### config.mk
export PLATFORM = sky130hd
export DESIGN_NAME = reg_arb
export DESIGN_NICKNAME = d
export VERILOG_FILES = /design/src/rtl/reg_arb.sv
export SDC_FILE = /design/constraint.sdc
export NUM_CORES = 1
export LEC_CHECK = 0
export CAP_MARGIN = 10
export CORE_MARGIN = 2
export CORE_UTILIZATION = 30
export CTS_BUF_LIST = sky130_fd_sc_hd__clkbuf_4 sky130_fd_sc_hd__clkbuf_8
export DETAILED_ROUTE_END_ITERATION = 10
export GPL_TIMING_DRIVEN = 1
export PLACE_DENSITY = 0.66
export SYNTH_ARGS = -nofsm -noshare
export SYNTH_HDL_FRONTEND = slang
export SYNTH_SLANG_ARGS = --single-unit
### constraint.sdc
create_clock -name clk -period 5.3 [get_ports clk]
set_input_delay 1.06 -clock clk [delete_from_list [all_inputs] [get_ports clk]]
set_output_delay 1.06 -clock clk [all_outputs]
set_load 0.01 [all_outputs]
### src/rtl/reg_arb.sv
// Two-master round-robin arbiter for the 8-bit-address / 32-bit-data register bus.
// The host bridge (m0) and a debug/console master (m1) share one register slave.
// Each slave transaction is bounded by a timeout so a dead slave cannot hang a master.
module reg_arb #(
  parameter int AW      = 8,
  parameter int DW      = 32,
  parameter int TIMEOUT = 16
) (
  input  logic          clk,
  input  logic          rst,
  // master 0 (host bridge)
  input  logic          m0_req,
  input  logic          m0_wr,
  input  logic [AW-1:0] m0_addr,
  input  logic [DW-1:0] m0_wdata,
  output logic          m0_ack,
  output logic [DW-1:0] m0_rdata,
  output logic          m0_err,
  // master 1 (debug/console)
  input  logic          m1_req,
  input  logic          m1_wr,
  input  logic [AW-1:0] m1_addr,
  input  logic [DW-1:0] m1_wdata,
  output logic          m1_ack,
  output logic [DW-1:0] m1_rdata,
  output logic          m1_err,
  // register slave port
  output logic          s_req,
  output logic          s_wr,
  output logic [AW-1:0] s_addr,
  output logic [DW-1:0] s_wdata,
  input  logic          s_ack,
  input  logic [DW-1:0] s_rdata,
  input  logic          s_err,
  // status
  output logic          busy,
  output logic          timeout
);

  // Counter only has to reach TIMEOUT-1, so clog2(TIMEOUT) bits are enough.
  localparam int CNTW = (TIMEOUT > 2) ? $clog2(TIMEOUT) : 1;
  localparam logic [CNTW-1:0] CNT_MAX = CNTW'(TIMEOUT - 1);

  typedef enum logic [1:0] {
    IDLE  = 2'd0,
    ISSUE = 2'd1,
    WAIT  = 2'd2,
    RESP  = 2'd3
  } state_t;

  state_t          state_q;
  logic            ptr_q;
  logic            gnt_q;
  logic [CNTW-1:0] cnt_q;

  logic            s_req_q;
  logic            s_wr_q;
  logic [AW-1:0]   s_addr_q;
  logic [DW-1:0]   s_wdata_q;
  logic            m0_ack_q;
  logic            m1_ack_q;
  logic [DW-1:0]   m0_rdata_q;
  logic [DW-1:0]   m1_rdata_q;
  logic            m0_err_q;
  logic            m1_err_q;
  logic            busy_q;
  logic            timeout_q;

  logic            gnt_vld_d;
  logic            gnt_idx_d;

  // Grant decision: a lone requester wins outright; a tie goes to the pointer.
  always_comb begin
    gnt_vld_d = m0_req | m1_req;
    gnt_idx_d = 1'b0;
    if (m0_req && m1_req) begin
      gnt_idx_d = ptr_q;
    end else if (m1_req) begin
      gnt_idx_d = 1'b1;
    end
  end

  // Transaction FSM with all bus/status outputs registered alongside the state.
  always_ff @(posedge clk or posedge rst) begin
    if (rst) begin
      state_q    <= IDLE;
      ptr_q      <= 1'b0;
      gnt_q      <= 1'b0;
      cnt_q      <= '0;
      s_req_q    <= 1'b0;
      s_wr_q     <= 1'b0;
      s_addr_q   <= '0;
      s_wdata_q  <= '0;
      m0_ack_q   <= 1'b0;
      m1_ack_q   <= 1'b0;
      m0_rdata_q <= '0;
      m1_rdata_q <= '0;
      m0_err_q   <= 1'b0;
      m1_err_q   <= 1'b0;
      busy_q     <= 1'b0;
      timeout_q  <= 1'b0;
    end else begin
      case (state_q)
        IDLE: begin
          if (gnt_vld_d) begin
            gnt_q     <= gnt_idx_d;
            s_wr_q    <= gnt_idx_d ? m1_wr    : m0_wr;
            s_addr_q  <= gnt_idx_d ? m1_addr  : m0_addr;
            s_wdata_q <= gnt_idx_d ? m1_wdata : m0_wdata;
            s_req_q   <= 1'b1;
            busy_q    <= 1'b1;
            state_q   <= ISSUE;
          end
        end
        ISSUE: begin
          s_req_q <= 1'b0;
          cnt_q   <= '0;
          state_q <= WAIT;
        end
        WAIT: begin
          // A slave ack on the expiry cycle still counts as a normal response.
          if (s_ack) begin
            if (gnt_q) begin
              m1_rdata_q <= s_rdata;
              m1_err_q   <= s_err;
              m1_ack_q   <= 1'b1;
            end else begin
              m0_rdata_q <= s_rdata;
              m0_err_q   <= s_err;
              m0_ack_q   <= 1'b1;
            end
            state_q <= RESP;
          end else if (cnt_q == CNT_MAX) begin
            if (gnt_q) begin
              m1_rdata_q <= '0;
              m1_err_q   <= 1'b1;
              m1_ack_q   <= 1'b1;
            end else begin
              m0_rdata_q <= '0;
              m0_err_q   <= 1'b1;
              m0_ack_q   <= 1'b1;
            end
            timeout_q <= 1'b1;
            state_q   <= RESP;
          end else begin
            cnt_q <= cnt_q + 1'b1;
          end
        end
        RESP: begin
          m0_ack_q  <= 1'b0;
          m1_ack_q  <= 1'b0;
          timeout_q <= 1'b0;
          ptr_q     <= ~gnt_q;
          busy_q    <= 1'b0;
          state_q   <= IDLE;
        end
        default: begin
          state_q <= IDLE;
        end
      endcase
    end
  end

  assign s_req    = s_req_q;
  assign s_wr     = s_wr_q;
  assign s_addr   = s_addr_q;
  assign s_wdata  = s_wdata_q;
  assign m0_ack   = m0_ack_q;
  assign m1_ack   = m1_ack_q;
  assign m0_rdata = m0_rdata_q;
  assign m1_rdata = m1_rdata_q;
  assign m0_err   = m0_err_q;
  assign m1_err   = m1_err_q;
  assign busy     = busy_q;
  assign timeout  = timeout_q;

endmodule
* Word level (Yosys, flattened, before mapping)
Index checks and enable logic that the tools add are counted.
Widths: inputs -> output; s select.
** Storage, ports and cells
- Output and inout bits :: 112
- Input bits :: 120
- Latch bits :: 0
- Memories kept :: 0
- Logic and storage cells :: 86
- Memory bits (read-only) :: 0
- Register bits after elaboration :: 120
- RAM bits :: 0
** Operators by class
- Reductions and logical operators :: 16
- $mul :: 0
- Magnitude comparators :: 0
- Shift-type cells :: 0
- Add/subtract/negate cells :: 1
- Equal/unequal tests :: 9
- Bitwise gates (word level) :: 2
- Div/mod/pow operators :: 0
- Muxes and demuxes :: 42
** Operators with widths (count)
- $mux 32 :: 9
- $mux 1 :: 20
- $reduce_and 3->1 :: 4
- $pmux 1 s2 :: 5
- $reduce_and 2->1 :: 5
- $reduce_bool 2->1 :: 5
- $mux 4 :: 2
- $mux 8 :: 1
- $ne 2x2->1 const B :: 4
- $pmux 2 s4 :: 1
- $pmux 4 s2 :: 1
- $mux 2 :: 3
- $add 4x1->4 const B :: 1
- $eq 2x2->1 const B :: 2
- $eq 4x4->1 const B :: 1
- $ne 3x3->1 const B :: 1
- $eq 2x1->1 const B :: 1
- $logic_not 2->1 :: 1
- $logic_and 1x1->1 :: 1
- $not 1->1 :: 1
- $or 1x1->1 :: 1

* Logic depth before layout (Yosys ltp)
Gate-level depths: netlist of run 1.
- Depth in word-level cells :: 4
- Depth in mapped cells :: 8
- Depth with buffers taken out :: 5

* Worst setup path after synthesis of run 1
OpenSTA, ideal clock, no wires.
- Path type :: input port to flip-flop
- Start :: in m1_req
- End :: reg gnt_q
- Arrival time :: 1937 ps
- Path slack :: 3221 ps
- Cell stages on the path :: 5
- Data required time :: 5158 ps
- Library setup time :: 142 ps
- Cell sequence :: buf_2 -> o21a_1 -> buf_2 -> clkbuf_1 -> o32ai_1
** On the way
- Longest elaborated chain between the ends :: 2
- Elaborated cells on any way between the ends :: 5
- Those cells by class :: mux (2); bitwise (1); reduce/logical (2)
** Ends and longest elaborated chain
- start, declared :: line 20 : input logic m1_req,
- $mux 1 (tied with other cells) :: line 78 : end else if (m1_req) begin
- $mux 1 / $reduce_and 2->1 (equally long branches)
- end signal, assigned :: line 106 : gnt_q <= gnt_idx_d;
- end, declared :: line 53 : logic gnt_q;
Several ways; a longest one is shown, not always the timed one.
A chain may end at the register's enable or synchronous reset.

* Worst setup path after layout of run 1
- Start :: in s_ack
- End :: reg m0_rdata_q[0] (netlist: m0_rdata[0])
** On the way
- Longest elaborated chain between the ends :: 2
- Elaborated cells on any way between the ends :: 3
- Those cells by class :: mux (1); reduce/logical (2)
** Ends and longest elaborated chain
- start, declared :: line 32 : input logic s_ack,
- $reduce_bool 2->1 (no line)
- $reduce_and 3->1 (no line)
- end signal, assigned :: line 128 : m0_rdata_q <= s_rdata;
- end, declared :: line 62 : logic [DW-1:0] m0_rdata_q;
Several ways; a longest one is shown, not always the timed one.

==> results list, run 1 <==
- Run status: complete, no violations
* Synth Area in Adders: 1.21%
- Clock buffers created by TritonCTS: 17
- Buffers placed on the I/O ports in this run total 231.
- Number of failing hold endpoints at the final stage: 0
- Sum of internal, switching and leakage power: 4.44 mW
- The largest single stage delay on the critical path is 0.71 ns.
- The via count of the first global-routing pass is 4643.
- Sequential elements use 58.1% of the synthesized area.
- At the pin with the least slew margin, the transition time is 1.05 ns.
- Avg WL per Cell: 17.3 um
- Final setup fails: 0
* Core ar.: 16700 um2
* Crit path time final: 2.88 ns
* Source of the worst hold timing path: m0_rdata[26]
- Synthesis produced 461 cells.
- Once the floorplan was initialized, standard cells occupied 30.9% of the core.
- Cells with a size suffix above 1 make up 6.86% of the layout.
- The final max-slew violation count is 0.
- Detailed Routing Iterations Pass 1: 5
- Post-synth EDFFs: 0
* Power density normalized to cell area: 555 nW/um2
- Global-route usage over all layers: 17.1%
* Total vias in the final route: 4583
- After floorplanning, the core was divided into 47 placement rows.
- Violation count after the first detailed-routing iteration: 229
* Data arrival time of the worst path: 3.23 ns
- Category of the critical setup timing path: input port to flop
- Synthesis instantiated 35 different standard cells from the library.
- Across the run, the number of max-cap violations was 0.
- Commonest cells in the synthesized netlist: sky130_fd_sc_hd__dfrtp_1 (120), sky130_fd_sc_hd__a22o_1 (63), sky130_fd_sc_hd__nor2_1 (50), sky130_fd_sc_hd__a31oi_1 (43), sky130_fd_sc_hd__nand3b_1 (41)
- Maximum number of pins on one net before global-route repair: 67
* Total I/O pin count: 232
- After Yosys synthesis, XOR and XNOR cells account for 0.170% of the synthesized area.
- After synthesis, the largest family of logic cells by area is compound AO/OA/AOI/OAI gates.
* Final #Nets: 797
- Traced cell by cell, the critical path runs through clkdlybuf4s50_1, a31oi_1, or2_2, a22o_1.
- Max VDD drop: 0.231 mV
- Worst endpoint required time: 5.65 ns
- Worst Setup End Kind: flop
* Multiplexer area fraction after synthesis: 0.436%
* Antenna violations before repair: 0
- Summed over all nets, the half-perimeter wirelength after detailed placement is 10900 um.
* Global-route wire length before repair: 24500 um
* Clock tree buffer depth: 2
- Unrepaired setup endpoints after global routing: false
- Clock skew on the completed layout was measured at 0.0134 ns.
- In this run the cell area of the synthesized design comes to 5160 um2.
- Number of vias per cell: 5.06
- The tightest min-delay check is of the flop to flop type.
- Post-synth ARST share: 100%
- The critical path starts at s_ack.
* Worst slew margin relative to its limit: 29.6%
- In this run the worst path has a maximum fanout of 32.
- Buffers added to address setup during post-CTS repair amount to 0.
- From bottom edge to top edge, the die measures 135 um.
- The synthesized design devotes to its leading area cell type 58.1% of total area.
* Clock latency reported for the late side of the worst-skew pair: 0.43 ns
- The number of nets in the synthesized netlist is 586.
* Count of clock tree sinks: 120
- The tree is rooted in a sky130_fd_sc_hd__clkbuf_8.
* Count of cells resized by post-cts repair: 0
* TritonCTS clock tree: built
- The largest total area in the synthesized netlist belongs to sky130_fd_sc_hd__dfrtp_1.
* Count of buffer and inverter cells on the critical path: 1
* Most frequently used cell type in the post-synthesis netlist: sky130_fd_sc_hd__dfrtp_1
* Pleak: 3.32 nW
* Synth Area in Compound Gates: 22.7%
- Total negative slack: 0 ns
* Simple-gate share of the synthesized area: 12.0%
- Most common flop cell mapped by yosys: sky130_fd_sc_hd__dfrtp_1
- Counting flops and latches in the post-synthesis netlist gives 120.
- Derived from the worst setup path, the maximum achievable clock frequency is 347 MHz.
- The Yosys step of the flow raised 0 warnings.
* WHS: 0.501 ns
- The area growth from synthesis to layout is 54.9%.
- Ranked by total cell area, the synthesized netlist is headed by sky130_fd_sc_hd__dfrtp_1 (58%), sky130_fd_sc_hd__a22o_1 (11%), sky130_fd_sc_hd__nand3b_1 (6.0%), sky130_fd_sc_hd__a31oi_1 (5.2%), sky130_fd_sc_hd__nor2_1 (3.6%).
- Hold buffers post-CTS: 0
* Worst flop-to-flop path startpoint: cnt_q[0]
- Overall die area: 18300 um2
- Antenna Diode Count: 0
* Mean instance size in the synthesized netlist: 11.2 um2
* Remaining DRCs: 0
* CP max stage cell: sky130_fd_sc_hd__or2_2
- The congestion estimate from routability-driven global placement came to 0.785.
* Startpoint type of the worst setup path: input port
- Remaining antenna violation count after routing: 0
- The H-tree generated during clock tree synthesis spans 4 levels.
- Wirelength, routed: 15600 um
- On the critical path the largest part of the delay comes from compound AO/OA/AOI/OAI gates.
* Fraction of the cycle the final worst path needs: 54.4%
- Clock transition time at the flip-flop clock pins of the worst setup and hold paths: 0.07 ns
* Leftover overflow at the end of global routing: 0
* Chip width: 135 um
==> cell families after synthesis <==
family,count (synthesis)
fa+ha+maj,5
flops,120
mux,2
buf+inv,55
simple gates,112
xor+xnor,1
compound gates,166
==> state kept, by name (all words and copies together), names as in the netlist, 2 cells and up <==
register  cells
s_wdata      32
m0_rdata     32
cnt_q         4
s_addr        8
state_q       2
m1_rdata     32
==> layout make-up <==
type,count,area (um2)
inverter,8,32.5
sequential,120,3000
clock buffer,21,270
timing repair buffer,239,2430
clock inverter,11,100
multi-input combinational,286,1890
tap,220,275
fill,1541,8700
==> worst reg2reg max path, delay by kind of cell, from the launching register on <==
| kind | cells | cell delay, ns |
|---|---|---|
| flops | 1 | 0.42 |
| compound gates | 2 | 0.90 |
| simple gates | 1 | 0.71 |
| fa+ha+maj | 1 | 0.28 |
==> placed cells by master (no fill, tap or decap), types with 3 or more instances in the layout <==
cell type                         instances
sky130_fd_sc_hd__clkdlybuf4s50_1        230
sky130_fd_sc_hd__clkinv_4                 3
sky130_fd_sc_hd__nand2_1                  4
sky130_fd_sc_hd__dfrtp_1                120
sky130_fd_sc_hd__a21oi_1                  5
sky130_fd_sc_hd__buf_16                   3
sky130_fd_sc_hd__inv_1                    7
sky130_fd_sc_hd__clkbuf_4                 3
sky130_fd_sc_hd__o21ai_1                  7
sky130_fd_sc_hd__a31oi_1                 43
sky130_fd_sc_hd__ha_1                     5
sky130_fd_sc_hd__a22o_1                  63
sky130_fd_sc_hd__clkinv_2                 4
sky130_fd_sc_hd__nand3_1                  3
sky130_fd_sc_hd__o311ai_0                 3
sky130_fd_sc_hd__buf_4                    5
sky130_fd_sc_hd__nand3b_1                41
sky130_fd_sc_hd__nor2_1                  50
sky130_fd_sc_hd__clkbuf_8                18
sky130_fd_sc_hd__nand2b_1                 5
sky130_fd_sc_hd__o21ai_0                 34
==> power by group <==
| group | internal, mW | switching, mW | total, mW |
|---|---|---|---|
| logic | 1.17 | 0.881 | 2.05 |
| registers | 1.35 | 0.273 | 1.62 |
| clock network | 0.398 | 0.370 | 0.768 |
| total | 2.92 | 1.52 | 4.44 |
==> routing by layer <==
layer,track usage (%),wire [um]
met5,0,0
met4,6.02,197
met3,7.30,1920
met2,27.1,7030
met1,21.0,6470
==> metrics by stage <==
stage	setup WS [ns]	cell area, um2	instances	utilization (%)
3_5_place_dp	1.61	7550	870	45.2
6_report	2.42	8000	905	47.9
4_1_cts	2.11	7920	902	47.4
2_1_floorplan	1.05	5160	461	-
3_3_place_gp	1.79	7550	870	45.2
5_1_grt	2.28	8000	905	47.9
==> final timing paths <==
check | slack, ns | cells past startpoint | end
max | 2.42 | 4 | m0_rdata[0]
min | 0.50 | 1 | m0_rdata[26]
max reg2reg | 2.93 | 4 | m0_rdata[0]
min reg2reg | 0.50 | 1 | m0_rdata[26]
max in group asynchronous | 3.28 | 3 | s_addr[3]
min in group asynchronous | 1.02 | 2 | s_wdata[29]
Power figures use the tool's default switching activity.
==> run 2: changes to the inputs <==
--- a/config.mk
+++ b/config.mk
@@ -11,7 +11,7 @@
 export CTS_BUF_LIST = sky130_fd_sc_hd__clkbuf_4 sky130_fd_sc_hd__clkbuf_8
 export DETAILED_ROUTE_END_ITERATION = 10
 export GPL_TIMING_DRIVEN = 1
-export PLACE_DENSITY = 0.66
+export PLACE_DENSITY = 0.68
 export SYNTH_ARGS = -nofsm -noshare
 export SYNTH_HDL_FRONTEND = slang
 export SYNTH_SLANG_ARGS = --single-unit
==> constraint.sdc (replaced) <==
create_clock -name clk -period 2.59 [get_ports clk]
set_input_delay 0.518 -clock clk [delete_from_list [all_inputs] [get_ports clk]]
set_output_delay 0.518 -clock clk [all_outputs]
set_load 0.01 [all_outputs]
==> results list, run 2 (synthesized netlist as in run 1, its figures left out) <==
- Violation count after the first detailed-routing iteration: 239 (was 229)
* Initial Utilization: 30.9% (unchanged)
- Global-route wire length before repair: 24700 um (was 24500 um)
* H-Tree Depth: 4 (unchanged)
- Post-CTS Setup Repair Bufs: 0 (unchanged)
- The cell at the root of the clock tree is sky130_fd_sc_hd__clkbuf_8 (unchanged).
- The highest signal layer in the routed design was met4 (unchanged).
- The reg-to-reg setup timing slack came to 0.58 ns (was 2.93 ns).
- Clock transition time at the flip-flop clock pins of the worst setup and hold paths: 0.08 ns (was 0.07 ns)
* Count of placed standard cells in the final layout, fillers left out: 911 (was 905)
* Highest attainable clock frequency: 498 MHz
- The actual transition at the worst max-transition pin was 0.694 ns (was 1.05 ns).
* Pre-CTS setup slack: 0.371 ns (was 1.61 ns)
- Startpoint type of the worst setup path: flop (was input port)
- Avg WL per Cell: 17.3 um (about the same)
- The maximum number of pins on one net before global-route repair is 69 (was 67).
* Met2 WL post-DR: 6950 um (was 7030 um)
- The final worst slack is 0.583 ns (was 2.42 ns).
- The leading cell type in the layout, fill and taps excluded was sky130_fd_sc_hd__clkdlybuf4s50_1 (unchanged).
- The initial antenna violation count was 0 (unchanged).
- The remaining antenna violation count after routing was 0 (unchanged).
- The overall power of the completed layout is 9.23 mW (was 4.44 mW).
* Fill count: 1496 (was 1541)
- Antenna Diode Count: 0 (unchanged)
- Data arrival time of the worst path: 2.38 ns (was 3.23 ns)
- The leakage component of the power is 3.34 nW (was 3.32 nW).
* Clock buffers created by TritonCTS: 17 (unchanged)
- Count of clock tree sinks: 120 (unchanged)
- The first-pass detailed-route iteration total came to 6 (was 5).
- Detailed route wirelength on metal3: 1840 um (was 1920 um)
* Number of vias per cell: 5.09 (was 5.06)
- The total number of placement rows is 47 (unchanged).
* Final weighted congestion in routability-driven placement: 0.763 (was 0.785)
- Highest-count cells in the layout ignoring fill and taps: sky130_fd_sc_hd__clkdlybuf4s50_1 (231), sky130_fd_sc_hd__dfrtp_1 (120), sky130_fd_sc_hd__a22o_1 (63) (was sky130_fd_sc_hd__clkdlybuf4s50_1 (230), sky130_fd_sc_hd__dfrtp_1 (120), sky130_fd_sc_hd__a22o_1 (63)).
- The top-level port count came to 232 (unchanged).
- Run status: complete, no violations (unchanged).
* Port bufs: 231 (unchanged)
- The total number of vias was 4636 (was 4583).
- Wire length on met1: 6740 um (was 6470 um)
* Min-Delay Path Class: input port to asynchronous set/reset pin (was flop to flop)
- The final max-slew violation count is 0 (unchanged).
- The number of failing hold endpoints at the final stage was 0 (unchanged).
- Placed wire-length estimate: 11100 um (was 10900 um)
* Final #Nets: 803 (was 797)
- Wirelength, routed: 15700 um (was 15600 um)
- The number of gates given a new drive strength after cts is 0 (unchanged).
* Fraction of layout instances using a drive strength above 1: 7.53% (was 6.86%)
- Via count of the first global-routing pass: 4604 (was 4643)
- The total DRC errors in the routed layout came to 0 (unchanged).
* Unrepaired setup endpoints after global routing: false (unchanged)
- Area growth from synthesis to layout: 56.2% (was 54.9%)
* Final setup skew: 0.0130 ns (was 0.0134 ns)
- WHS: 0.440 ns (was 0.501 ns)
* Max VDD drop: 0.498 mV (was 0.231 mV)
- Global-route usage over all layers: 17.4% (was 17.1%)
* Hold buffers post-CTS: 0 (unchanged)
- Counting I/O delays and the setup requirement, the final critical path takes 2.01 ns.
- TritonCTS clock tree: built (unchanged)
- Die Span Y: 135 um (unchanged)
* Layout Cell Area excl Fill: 8070 um2 (was 8000 um2)
- Core ar.: 16700 um2 (unchanged)
* Clock latency reported for the late side of the worst-skew pair: 0.44 ns (was 0.43 ns)
- The worst slew slack as a fraction of its limit came to 53.7% (was 29.6%).
- Chip width: 135 um (unchanged)
- The power per unit of standard cell area is 1140 nW/um2 (was 555 nW/um2).
* Final setup fails: 0 (unchanged)
* MaxCap Viol Count: 0 (unchanged)
- Post-detailed-placement cell area: 7690 um2 (was 7550 um2)
- Placed Cells incl. Taps: 879 (was 870)
- Worst endpoint required time: 2.96 ns (was 5.65 ns)
* Worst Setup End Kind: flop (unchanged)
- The critical path start-end classification is flop to flop (was input port to flop).
- Total negative slack: 0 ns (unchanged)
- The worst-path maximum fanout came to 32 (unchanged).
- The core occupancy in the finished layout was 48.3% (was 47.9%).
- The die outline area is 18300 um2 (unchanged).
- The total congestion overflow after global routing is 0 (unchanged).
* Fraction of the cycle the final worst path needs: 77.5%
- The maximum count of clock buffers along a single path came to 2 (unchanged).
==> run 2: changes by cell type in the layout (fill, tap and decap cells not counted), sizes merged <==
| cell | before | now |
|---|---|---|
| inv | 9 | 15 |
| buf | 9 | 14 |
| clkinv | 7 | 2 |
| clkbuf | 21 | 18 |
| clkinvlp | 2 | 4 |
| clkdlybuf4s50 | 230 | 231 |
==> run 2: worst paths after layout <==
check                        startpoint      endpoint  cells after the start
setup / recovery               cnt_q[0]   m0_rdata[4]                      4
hold / removal                      rst   m1_rdata[4]                      2
setup reg to reg               cnt_q[0]   m0_rdata[4]                      4
hold reg to reg            m1_rdata[31]  m1_rdata[31]                      1
max in group asynchronous           rst         ptr_q                      3
min in group clk           m1_rdata[31]  m1_rdata[31]                      1
==> run 2: report_power, final <==
group / total (mW) / internal (mW) / leakage [nW] / switching [mW]
Sequential: 3.32 / 2.76 / 1.45 / 0.557
Clock: 1.65 / 0.807 / 0.188 / 0.840
Combinational: 4.26 / 2.43 / 1.71 / 1.83
Total: 9.23 / 6.00 / 3.34 / 3.23
==> run 2: layer usage <==
layer | vias to the layer above | track usage, %
met1 | 2250 | 21.6
met3 | 18 | 7.93
met2 | 229 | 27.4
li1 | 2139 | -
met4 | 0 | 5.09
met5 | - | 0
==> run 2: worst max-delay path: stages (launching register included) <==
cell and delay [ns]:
sky130_fd_sc_hd__dfrtp_1 0.43, sky130_fd_sc_hd__ha_1 0.27, sky130_fd_sc_hd__a31oi_1 0.34, sky130_fd_sc_hd__or2_2 0.65, sky130_fd_sc_hd__a22o_1 0.24
==> run 2: cell type report <==
cell class                 instances  area [um2]  area share [%]
timing repair buffer             245        2480            30.7
clock buffer                      18         248            3.07
sequential                       120        3000            37.2
tap                              220         275            3.41
multi-input combinational        286        1890            23.5
inverter                           8        33.8           0.419
clock inverter                    14         136            1.69
